--- src/rtl/traffic_phase_ctrl.sv ---
// Two-direction traffic phase controller with pedestrian service and emergency preemption.
// All outputs are registered from next-state values so they track the state register exactly.
module traffic_phase_ctrl #(
  parameter int unsigned G_TIME     = 20,
  parameter int unsigned Y_TIME     = 2,
  parameter int unsigned AR_TIME    = 1,
  parameter int unsigned WALK_TIME  = 14,
  parameter int unsigned FLASH_TIME = 6
) (
  input  logic       clk,
  input  logic       rst_n,
  input  logic       i_start,
  input  logic [3:0] i_ped_req,
  input  logic       i_emg_req,
  input  logic       i_emg_dir,
  output logic [1:0] o_ns_car,
  output logic [1:0] o_ew_car,
  output logic [1:0] o_ns_ped,
  output logic [1:0] o_ew_ped,
  output logic [2:0] o_state,
  output logic [6:0] o_timer,
  output logic [3:0] o_ped_pending,
  output logic       o_emg_ack
);

  localparam int unsigned TW = 7;
  localparam int unsigned EW = TW + 1;

  localparam logic [TW-1:0] G_LD  = TW'(G_TIME - 1);
  localparam logic [TW-1:0] Y_LD  = TW'(Y_TIME - 1);
  localparam logic [TW-1:0] AR_LD = TW'(AR_TIME - 1);
  localparam logic [EW-1:0] WALK_END  = EW'(WALK_TIME);
  localparam logic [EW-1:0] FLASH_END = EW'(WALK_TIME + FLASH_TIME);
  localparam logic          WALK_PAR  = WALK_TIME[0];

  localparam logic [1:0] CAR_GREEN  = 2'b01;
  localparam logic [1:0] CAR_YELLOW = 2'b10;
  localparam logic [1:0] CAR_RED    = 2'b11;
  localparam logic [1:0] PED_WALK   = 2'b01;
  localparam logic [1:0] PED_DONT   = 2'b00;

  typedef enum logic [2:0] {
    ST_IDLE    = 3'd0,
    ST_NS_G    = 3'd1,
    ST_NS_Y    = 3'd2,
    ST_AR1     = 3'd3,
    ST_EW_G    = 3'd4,
    ST_EW_Y    = 3'd5,
    ST_AR2     = 3'd6,
    ST_PREEMPT = 3'd7
  } state_e;

  state_e        state_q, state_d;
  logic [TW-1:0] timer_q, timer_d;
  logic [3:0]    pending_q, pending_d, pend_set;
  logic          serve_ns_q, serve_ns_d;
  logic          serve_ew_q, serve_ew_d;
  logic          pre_dir_q, pre_dir_d;
  logic [1:0]    ns_car_q, ns_car_d, ew_car_q, ew_car_d;
  logic [1:0]    ns_ped_q, ns_ped_d, ew_ped_q, ew_ped_d;
  logic          emg_ack_q, emg_ack_d;
  logic [EW-1:0] elapsed;

  // Steady walk, then flashing starting on walk, then don't-walk.
  function automatic logic [1:0] ped_val(input logic served, input logic [EW-1:0] el);
    logic [1:0] v;
    v = PED_DONT;
    if (served) begin
      if (el < WALK_END)       v = PED_WALK;
      else if (el < FLASH_END) v = (el[0] == WALK_PAR) ? PED_WALK : PED_DONT;
    end
    return v;
  endfunction

  always_ff @(posedge clk or negedge rst_n) begin
    if (!rst_n) begin
      state_q    <= ST_IDLE;
      timer_q    <= '0;
      pending_q  <= '0;
      serve_ns_q <= 1'b0;
      serve_ew_q <= 1'b0;
      pre_dir_q  <= 1'b0;
      ns_car_q   <= CAR_RED;
      ew_car_q   <= CAR_RED;
      ns_ped_q   <= PED_DONT;
      ew_ped_q   <= PED_DONT;
      emg_ack_q  <= 1'b0;
    end else begin
      state_q    <= state_d;
      timer_q    <= timer_d;
      pending_q  <= pending_d;
      serve_ns_q <= serve_ns_d;
      serve_ew_q <= serve_ew_d;
      pre_dir_q  <= pre_dir_d;
      ns_car_q   <= ns_car_d;
      ew_car_q   <= ew_car_d;
      ns_ped_q   <= ns_ped_d;
      ew_ped_q   <= ew_ped_d;
      emg_ack_q  <= emg_ack_d;
    end
  end

  // Next state, timer and pedestrian bookkeeping.
  always_comb begin
    state_d    = state_q;
    timer_d    = timer_q;
    pre_dir_d  = pre_dir_q;
    pend_set   = pending_q | i_ped_req;
    pending_d  = pend_set;
    serve_ns_d = serve_ns_q;
    serve_ew_d = serve_ew_q;

    unique case (state_q)
      ST_IDLE: begin
        if (i_start) begin
          state_d = ST_NS_G;
          timer_d = G_LD;
        end
      end
      ST_NS_G: begin
        if (i_start) begin
          if (i_emg_req && !i_emg_dir) begin
            state_d   = ST_PREEMPT;
            timer_d   = '0;
            pre_dir_d = 1'b0;
          end else if (i_emg_req || timer_q == '0) begin
            state_d = ST_NS_Y;
            timer_d = Y_LD;
          end else begin
            timer_d = timer_q - TW'(1);
          end
        end
      end
      ST_NS_Y: begin
        if (i_start) begin
          if (timer_q == '0) begin
            state_d = ST_AR1;
            timer_d = AR_LD;
          end else begin
            timer_d = timer_q - TW'(1);
          end
        end
      end
      ST_AR1: begin
        if (i_start) begin
          if (timer_q != '0) begin
            timer_d = timer_q - TW'(1);
          end else if (i_emg_req) begin
            state_d   = ST_PREEMPT;
            timer_d   = '0;
            pre_dir_d = i_emg_dir;
          end else begin
            state_d = ST_EW_G;
            timer_d = G_LD;
          end
        end
      end
      ST_EW_G: begin
        if (i_start) begin
          if (i_emg_req && i_emg_dir) begin
            state_d   = ST_PREEMPT;
            timer_d   = '0;
            pre_dir_d = 1'b1;
          end else if (i_emg_req || timer_q == '0) begin
            state_d = ST_EW_Y;
            timer_d = Y_LD;
          end else begin
            timer_d = timer_q - TW'(1);
          end
        end
      end
      ST_EW_Y: begin
        if (i_start) begin
          if (timer_q == '0) begin
            state_d = ST_AR2;
            timer_d = AR_LD;
          end else begin
            timer_d = timer_q - TW'(1);
          end
        end
      end
      ST_AR2: begin
        if (i_start) begin
          if (timer_q != '0) begin
            timer_d = timer_q - TW'(1);
          end else if (i_emg_req) begin
            state_d   = ST_PREEMPT;
            timer_d   = '0;
            pre_dir_d = i_emg_dir;
          end else begin
            state_d = ST_NS_G;
            timer_d = G_LD;
          end
        end
      end
      ST_PREEMPT: begin
        // Release clears through the all-red that leads to the other direction's green.
        if (!i_emg_req) begin
          state_d = pre_dir_q ? ST_AR2 : ST_AR1;
          timer_d = AR_LD;
        end
      end
      default: begin
        state_d = ST_IDLE;
        timer_d = '0;
      end
    endcase

    // Cross-direction requests are captured into the serve flag on green entry.
    if (state_d == ST_EW_G && state_q != ST_EW_G) begin
      serve_ns_d     = |pend_set[3:2];
      pending_d[3:2] = 2'b00;
    end else if (state_d != ST_EW_G) begin
      serve_ns_d = 1'b0;
    end

    if (state_d == ST_NS_G && state_q != ST_NS_G) begin
      serve_ew_d     = |pend_set[1:0];
      pending_d[1:0] = 2'b00;
    end else if (state_d != ST_NS_G) begin
      serve_ew_d = 1'b0;
    end
  end

  // Output decode from next-state values, registered above.
  always_comb begin
    ns_car_d  = CAR_RED;
    ew_car_d  = CAR_RED;
    ns_ped_d  = PED_DONT;
    ew_ped_d  = PED_DONT;
    emg_ack_d = 1'b0;
    elapsed   = EW'(G_TIME - 1) - {1'b0, timer_d};

    unique case (state_d)
      ST_NS_G: begin
        ns_car_d = CAR_GREEN;
        ew_ped_d = ped_val(serve_ew_d, elapsed);
      end
      ST_NS_Y: ns_car_d = CAR_YELLOW;
      ST_EW_G: begin
        ew_car_d = CAR_GREEN;
        ns_ped_d = ped_val(serve_ns_d, elapsed);
      end
      ST_EW_Y: ew_car_d = CAR_YELLOW;
      ST_PREEMPT: begin
        emg_ack_d = 1'b1;
        if (pre_dir_d) ew_car_d = CAR_GREEN;
        else           ns_car_d = CAR_GREEN;
      end
      default: ;
    endcase
  end

  assign o_ns_car      = ns_car_q;
  assign o_ew_car      = ew_car_q;
  assign o_ns_ped      = ns_ped_q;
  assign o_ew_ped      = ew_ped_q;
  assign o_state       = state_q;
  assign o_timer       = timer_q;
  assign o_ped_pending = pending_q;
  assign o_emg_ack     = emg_ack_q;

endmodule

--- config.mk ---
export PLATFORM = sky130hd
export DESIGN_NAME = traffic_phase_ctrl
export DESIGN_NICKNAME = d
export VERILOG_FILES = /design/src/rtl/traffic_phase_ctrl.sv
export SDC_FILE = /design/constraint.sdc
export NUM_CORES = 1
export LEC_CHECK = 0
export CORE_MARGIN = 2
export CORE_UTILIZATION = 35
export CTS_BUF_LIST = sky130_fd_sc_hd__clkbuf_8 sky130_fd_sc_hd__clkbuf_16
export DETAILED_ROUTE_END_ITERATION = 16
export GPL_TIMING_DRIVEN = 0
export HOLD_SLACK_MARGIN = 0.12
export PLACE_DENSITY = 0.69
export SLEW_MARGIN = 0
export SYNTH_ARGS = -nofsm -noshare
export SYNTH_HDL_FRONTEND = slang
export SYNTH_SLANG_ARGS = --single-unit
--- constraint.sdc ---
create_clock -name clk -period 2.8 [get_ports clk]
set_input_delay 0.7 -clock clk [delete_from_list [all_inputs] [get_ports clk]]
set_output_delay 0.7 -clock clk [all_outputs]
set_load 0.005 [all_outputs]
After elaboration in Yosys (flattened, before gate mapping)
Cells that the tools add are included.

Div/mod/pow operators: 0. Multiplexer cells: 59. Shifts and indexed selects: 0. Add/subtract/negate cells: 2. Order comparisons: 2. Equal/unequal tests: 16. Bitwise gates (word level): 1. Reductions and logical operators: 13. Multiply operators: 0.

Operators with widths (count): $mux 7 (11); $mux 3 (18); $pmux 7 s6 (1); $pmux 3 s8 (1); $eq 3x3->1 const B (7); $mux 1 (17); $mux 2 (7); $pmux 2 s3 (2); $eq 3x2->1 const B (3); $lt 8x4->1 const B (1); $lt 8x5->1 const B (1); $reduce_or 2->1 (4); $sub 5x7->8 const A (1); $logic_not 7->1 (1); $reduce_bool 7->1 (1); $sub 7x1->7 const B (1); $eq 3x1->1 const B (2); $ne 3x1->1 const B (2); $ne 3x3->1 const B (2); $mux 5 (1); $logic_and 1x1->1 (4); $or 4x4->4 (1); $logic_not 3->1 (1); $pmux 1 s3 (1); 2 further kinds (2).

Bits in latches: 0. Logic and storage cells: 104. Input bits: 9. RAM bits: 0. Register bits after elaboration: 26. Memories kept: 0. Output and inout port bits: 23. Bits in read-only memories: 0.

Depth between registers and ports, before layout
Gate-level depths: netlist of the first run.

Depth in word-level cells: 12. Mapped depth: 10. Mapped depth without buffers: 10.

Worst setup path after synthesis of the first run
Ideal clock, no wire load.

Path kind: input-to-reg. Start: input i_start. End: register ns_ped_q[0] (netlist: o_ns_ped[0]). Library setup time: 0.077 ns. Buffers on the path: 1. Data arrival time: 2.231 ns. Slack: 0.492 ns. Stages: 8. Path through: buf_4 -> or4b_1 -> or3_1 -> nor3b_1 -> o21ai_2 -> nor3b_2 -> nand2_1 -> a21oi_1.

Word-level cells in the longest chain between the ends: 8. Elaborated cells between the ends (all ways): 27.

RTL lines: from (decl) (RTL line 12) `input logic i_start,`; $mux 7, on equally long branches; $pmux 7 s6 (RTL line 113) `unique case (state_q)`; $sub 5x7->8 (RTL line 232) `elapsed = EW'(G_TIME - 1) - {1'b0, timer_d};`; $lt 8x5->1 or $mux 1 (tied branches) (RTL line 70) `else if (el < FLASH_END) v = (el[0] == WALK_PAR) ? PED_WALK : PED_DONT;`; $mux 1 (RTL line 70); $mux 1; $mux 2 (RTL line 68) `if (served) begin`; $mux 2 (*) (RTL line 234) `unique case (state_d)`; net ns_ped_d[0] (RTL line 60) `logic [1:0] ns_ped_q, ns_ped_d, ew_ped_q, ew_ped_d;`; to (signal assigned) (RTL line 97) `ns_ped_q <= ns_ped_d;`; to (decl) (RTL line 60).

Mark *: on every way through the listed nets, which the timed path passes. The rest lies on a longest branch.

Worst setup path after layout of the first run
Start: register timer_q[0] (netlist: o_timer[0]). End: register ns_ped_q[0] (netlist: o_ns_ped[0]).

Elaborated cells between the ends (all ways): 44.

RTL lines: from (decl) (RTL line 54) `logic [TW-1:0] timer_q, timer_d;`; from (signal assigned) (RTL line 90) `timer_q <= timer_d;`; $logic_not 7->1; $logic_or 1x1->1 (RTL line 126, 164); $mux 3, on equally long branches (RTL line 164, 126); $mux 3, on equally long branches (RTL line 160, 122); $mux 3, on equally long branches (RTL line 159, 121); $pmux 3 s8 (*) (RTL line 113); net state_d[0] (RTL line 53) `state_e state_q, state_d;`; $ne 3x3->1 or $eq 3x3->1 (tied branches) (RTL line 213, 210); $mux 1 or $logic_and 1x1->1 (tied branches) (RTL line 213, 210); $mux 1 (*) (RTL line 210) `if (state_d == ST_EW_G && state_q != ST_EW_G) begin`; net serve_ns_d (RTL line 56) `logic serve_ns_q, serve_ns_d;`; $mux 2 (*) (RTL line 68); $mux 2 (*) (RTL line 234); net ns_ped_d[0] (RTL line 60).

Marked as above.

==> qor.yml, run 1 <==
synth.area.top_cells: "dfrtp_1, dfstp_2, nand2_1, a21oi_1, nor2_1"
synthFlopType: "dfrtp_1"
via_per_inst: 5.52
synth_area_leader_cell: "dfrtp_1"
design_area_sq_mm: 0.00220
cts-htree-levels: 1
setup-violations-final: 0
dpl.cell_count: 298
finalHoldViolCount: 0
clock_latency_ns: 0.27
worst_slew_pin_slew_ns: 1.07
start_util: 0.367
crit_path_cell_trace: "inv_1, ha_1, nor3b_4, nand2_1, a21oi_1, o311ai_4, nor4_2, nand2_1, a21oi_1"
power_density_mw_per_mm2: 689
grt_pass1_vias: 1497
hp-class: "register to register"
fin_skew_ns: 0.00179
rows: 25
dr.pass1.iters: 4
place_hpwl_microns: 3450
endpoint_kind: "register"
crit_path_start_kind: "register"
slowest_stage: "dfrtp_1"
max_freq_ghz: 0.405
ir_drop_mv: 0.276
routedWlPerCell_microns: 15.2
synth_cells: 202
synth_edf_count: 0
post-route-util: 0.460
fin_cells: 303
p_comb_frac: 0.455
gp_congestion: 0.922
period_minus_slack_ns: 2.47
netSwitchingFraction: 0.391
drcViolationCount: 0
worstPathRequired_ns: 3.00
yosysTopAreaCellShare: 0.285
clkSinkCount: 24
slew-limit-headroom: 0.283
worstPathArrival_ns: 2.67
num_vias: 1673
fin_nets: 248
cap_violations: 0
crit_fanout: 8
synth_seq_area_share: 0.345
pwr-share-seq: 0.342
dieArea_sq_mm: 0.00559
rsz0062_at_grt: "false"
fp.dieW_microns: 74.8
detail-route-antenna-nets: 0
root_buffer: "clkbuf_8"
ys_types: 62
fin_crit_sh: 0.881
grt_use_total: 0.175
netlist_area_sq_mm: 0.00175
cts_buffers: 3
power_frac_clock: 0.204
antennaDiodeCount: 0
status: "finished, final reports clean"
cts.clk_slew.worst_paths_ns: 0.09
crit_type: "register to register"
portBuffers: 28
dr.first_iter.drc_count: 95
slew_viol_final: 0
grt_remaining_overflow: 0
die_h_microns: 74.8
grt_max_degree: 25
syn_area_per_cell_sq_um: 8.68
critPathMaxStageDelay_ns: 0.47
p_sw_w: 0.000594
yosysWarnings: 0
p_leak_nw: 0.845
p_int_w: 0.000924
io_pins: 32
placed_cell_area_sq_mm: 0.00212
async_flop_share: 1.00
drive_gt1_frac: 0.161
wl_microns: 4610
setup_tns_ns: 0
core_area_sq_mm: 0.00479
area_delta_synth_final_pct: 25.6
tritoncts: "done"
ys_ff_latch: 24
antenna_found_initial: 0
grt_pass1_wl_microns: 7400
clock_path_buffers: 2
layer usage:
| layer | up-vias | wire, microns | GRT usage |
|---|---|---|---|
| li1 | 809 | - | - |
| met1 | 809 | 2030 | 0.232 |
| met2 | 48 | 2290 | 0.294 |
| met3 | 7 | 226 | 0.0268 |
| met4 | 0 | 63 | 0.0556 |
| met5 | - | 0 | 0 |
power groups by stage:
stage	Combinational, W	Clock (W)	Sequential, W
global route	0.000750	0.000335	0.000528
floorplan	0.000440	0	0.000499
finish	0.000690	0.000309	0.000519
CTS	0.000682	0.000313	0.000515
global placement	0.000679	0	0.000522
detailed placement	0.000679	0	0.000522
metrics by stage:
stage	setup slack (ns)	hold WS (ns)	power (W)
6_report	0.332	0.522	0.00152
5_1_grt	0.166	0.541	0.00161
4_1_cts	0.0874	0.525	0.00151
3_5_place_dp	-0.200	0.504	0.00120
3_3_place_gp	-0.196	0.493	0.00120
2_1_floorplan	0.492	0.404	0.000939
placed cells by master (no fill, tap or decap), drive strengths merged, types with 2 or more instances in the layout:
| master | count |
|---|---|
| a21oi | 12 |
| a221oi | 2 |
| a31oi | 7 |
| and3 | 3 |
| buf | 14 |
| clkbuf | 3 |
| clkdlybuf4s50 | 27 |
| conb | 2 |
| dfrtp | 20 |
| dfstp | 4 |
| ha | 2 |
| inv | 9 |
| nand2 | 18 |
| nand2b | 3 |
| nand3 | 6 |
| nand3b | 5 |
| nand4 | 2 |
| nor2 | 15 |
| nor2b | 6 |
| nor3 | 8 |
| nor3b | 4 |
| nor4 | 3 |
| o2111ai | 2 |
| o21a | 3 |
| o21ai | 14 |
| o22ai | 3 |
| o31ai | 6 |
| or2 | 6 |
| or3 | 5 |
synth_stat cells (3+ instances only):
master and instances:
buf_4 3, nor3_1 7, or2_1 5, nand3b_1 5
nor2_1 15, o21ai_0 4, buf_2 7, o31ai_1 6
o21ai_2 3, nand2b_1 3, a31oi_1 7, dfstp_2 4
nor2b_1 6, dfrtp_1 20, a21oi_1 12, inv_1 9
o21a_1 3, nand2_1 18, o21ai_1 7, or3_1 4
nand3_1 5
sequential cells by signal (all words and copies together), names as in the netlist:
| signal | count |
|---|---|
| serve_ns_q | 1 |
| o_ped_pending | 4 |
| o_state | 3 |
| serve_ew_q | 1 |
| o_ew_ped | 1 |
| o_timer | 7 |
| o_ns_ped | 1 |
| o_ns_car | 2 |
| pre_dir_q | 1 |
| o_ew_car | 2 |
| o_emg_ack | 1 |
area by class of cell:
cell class | count | area (sq um)
fill | 441 | 2580
multi-input combinational | 157 | 1040
sequential | 24 | 606
timing repair buffer | 29 | 290
tap | 67 | 83.8
buffer | 13 | 76.3
clock buffer | 3 | 41.3
inverter | 9 | 33.8
clock inverter | 1 | 30.0
worst max-delay path, delay by kind of cell (launching register included):
kind / cells / cell delay, ns
simple gates: 4 / 1.01
compound gates: 3 / 0.58
flops: 1 / 0.47
fa+ha+maj: 1 / 0.21
buf+inv: 1 / 0.11
what timing repair did:
item / CTS / global route
setup buffers: 0 / 1
endpoints found under the setup margin: 0 / 3
resized for setup: 0 / 1
hold buffers: 0 / 0
worst paths after layout:
kind | from | slack, ns | to | cells after the start
setup / recovery | o_timer[0] | 0.33 | o_ns_ped[0] | 9
hold reg to reg | o_ped_pending[0] | 0.52 | o_ped_pending[0] | 1
max in group asynchronous | rst_n | 1.15 | o_ped_pending[3] | 1
setup reg to reg | o_timer[0] | 0.33 | o_ns_ped[0] | 9
min in group asynchronous | rst_n | 1.00 | o_timer[5] | 1
hold / removal | o_ped_pending[0] | 0.52 | o_ped_pending[0] | 1
kinds of logic after synthesis:
group,Yosys count,synth area share
and+or+nand+nor,90,0.310
AOI/OAI and AO/OA,60,0.250
DFF,24,0.345
buffers and inverters,22,0.0628
adders and majority gates,2,0.0143
xor gates and xnor gates,2,0.00999
other,1,0.00214
muxes,1,0.00642
Power figures use the tool's default switching activity.
==> inputs of run 2 (changes only) <==
CTS_CLUSTER_SIZE = 16   (was not set)
==> results of run 2 <==
Same layout as run 1: the final DEF is identical, and so are final timing and power.
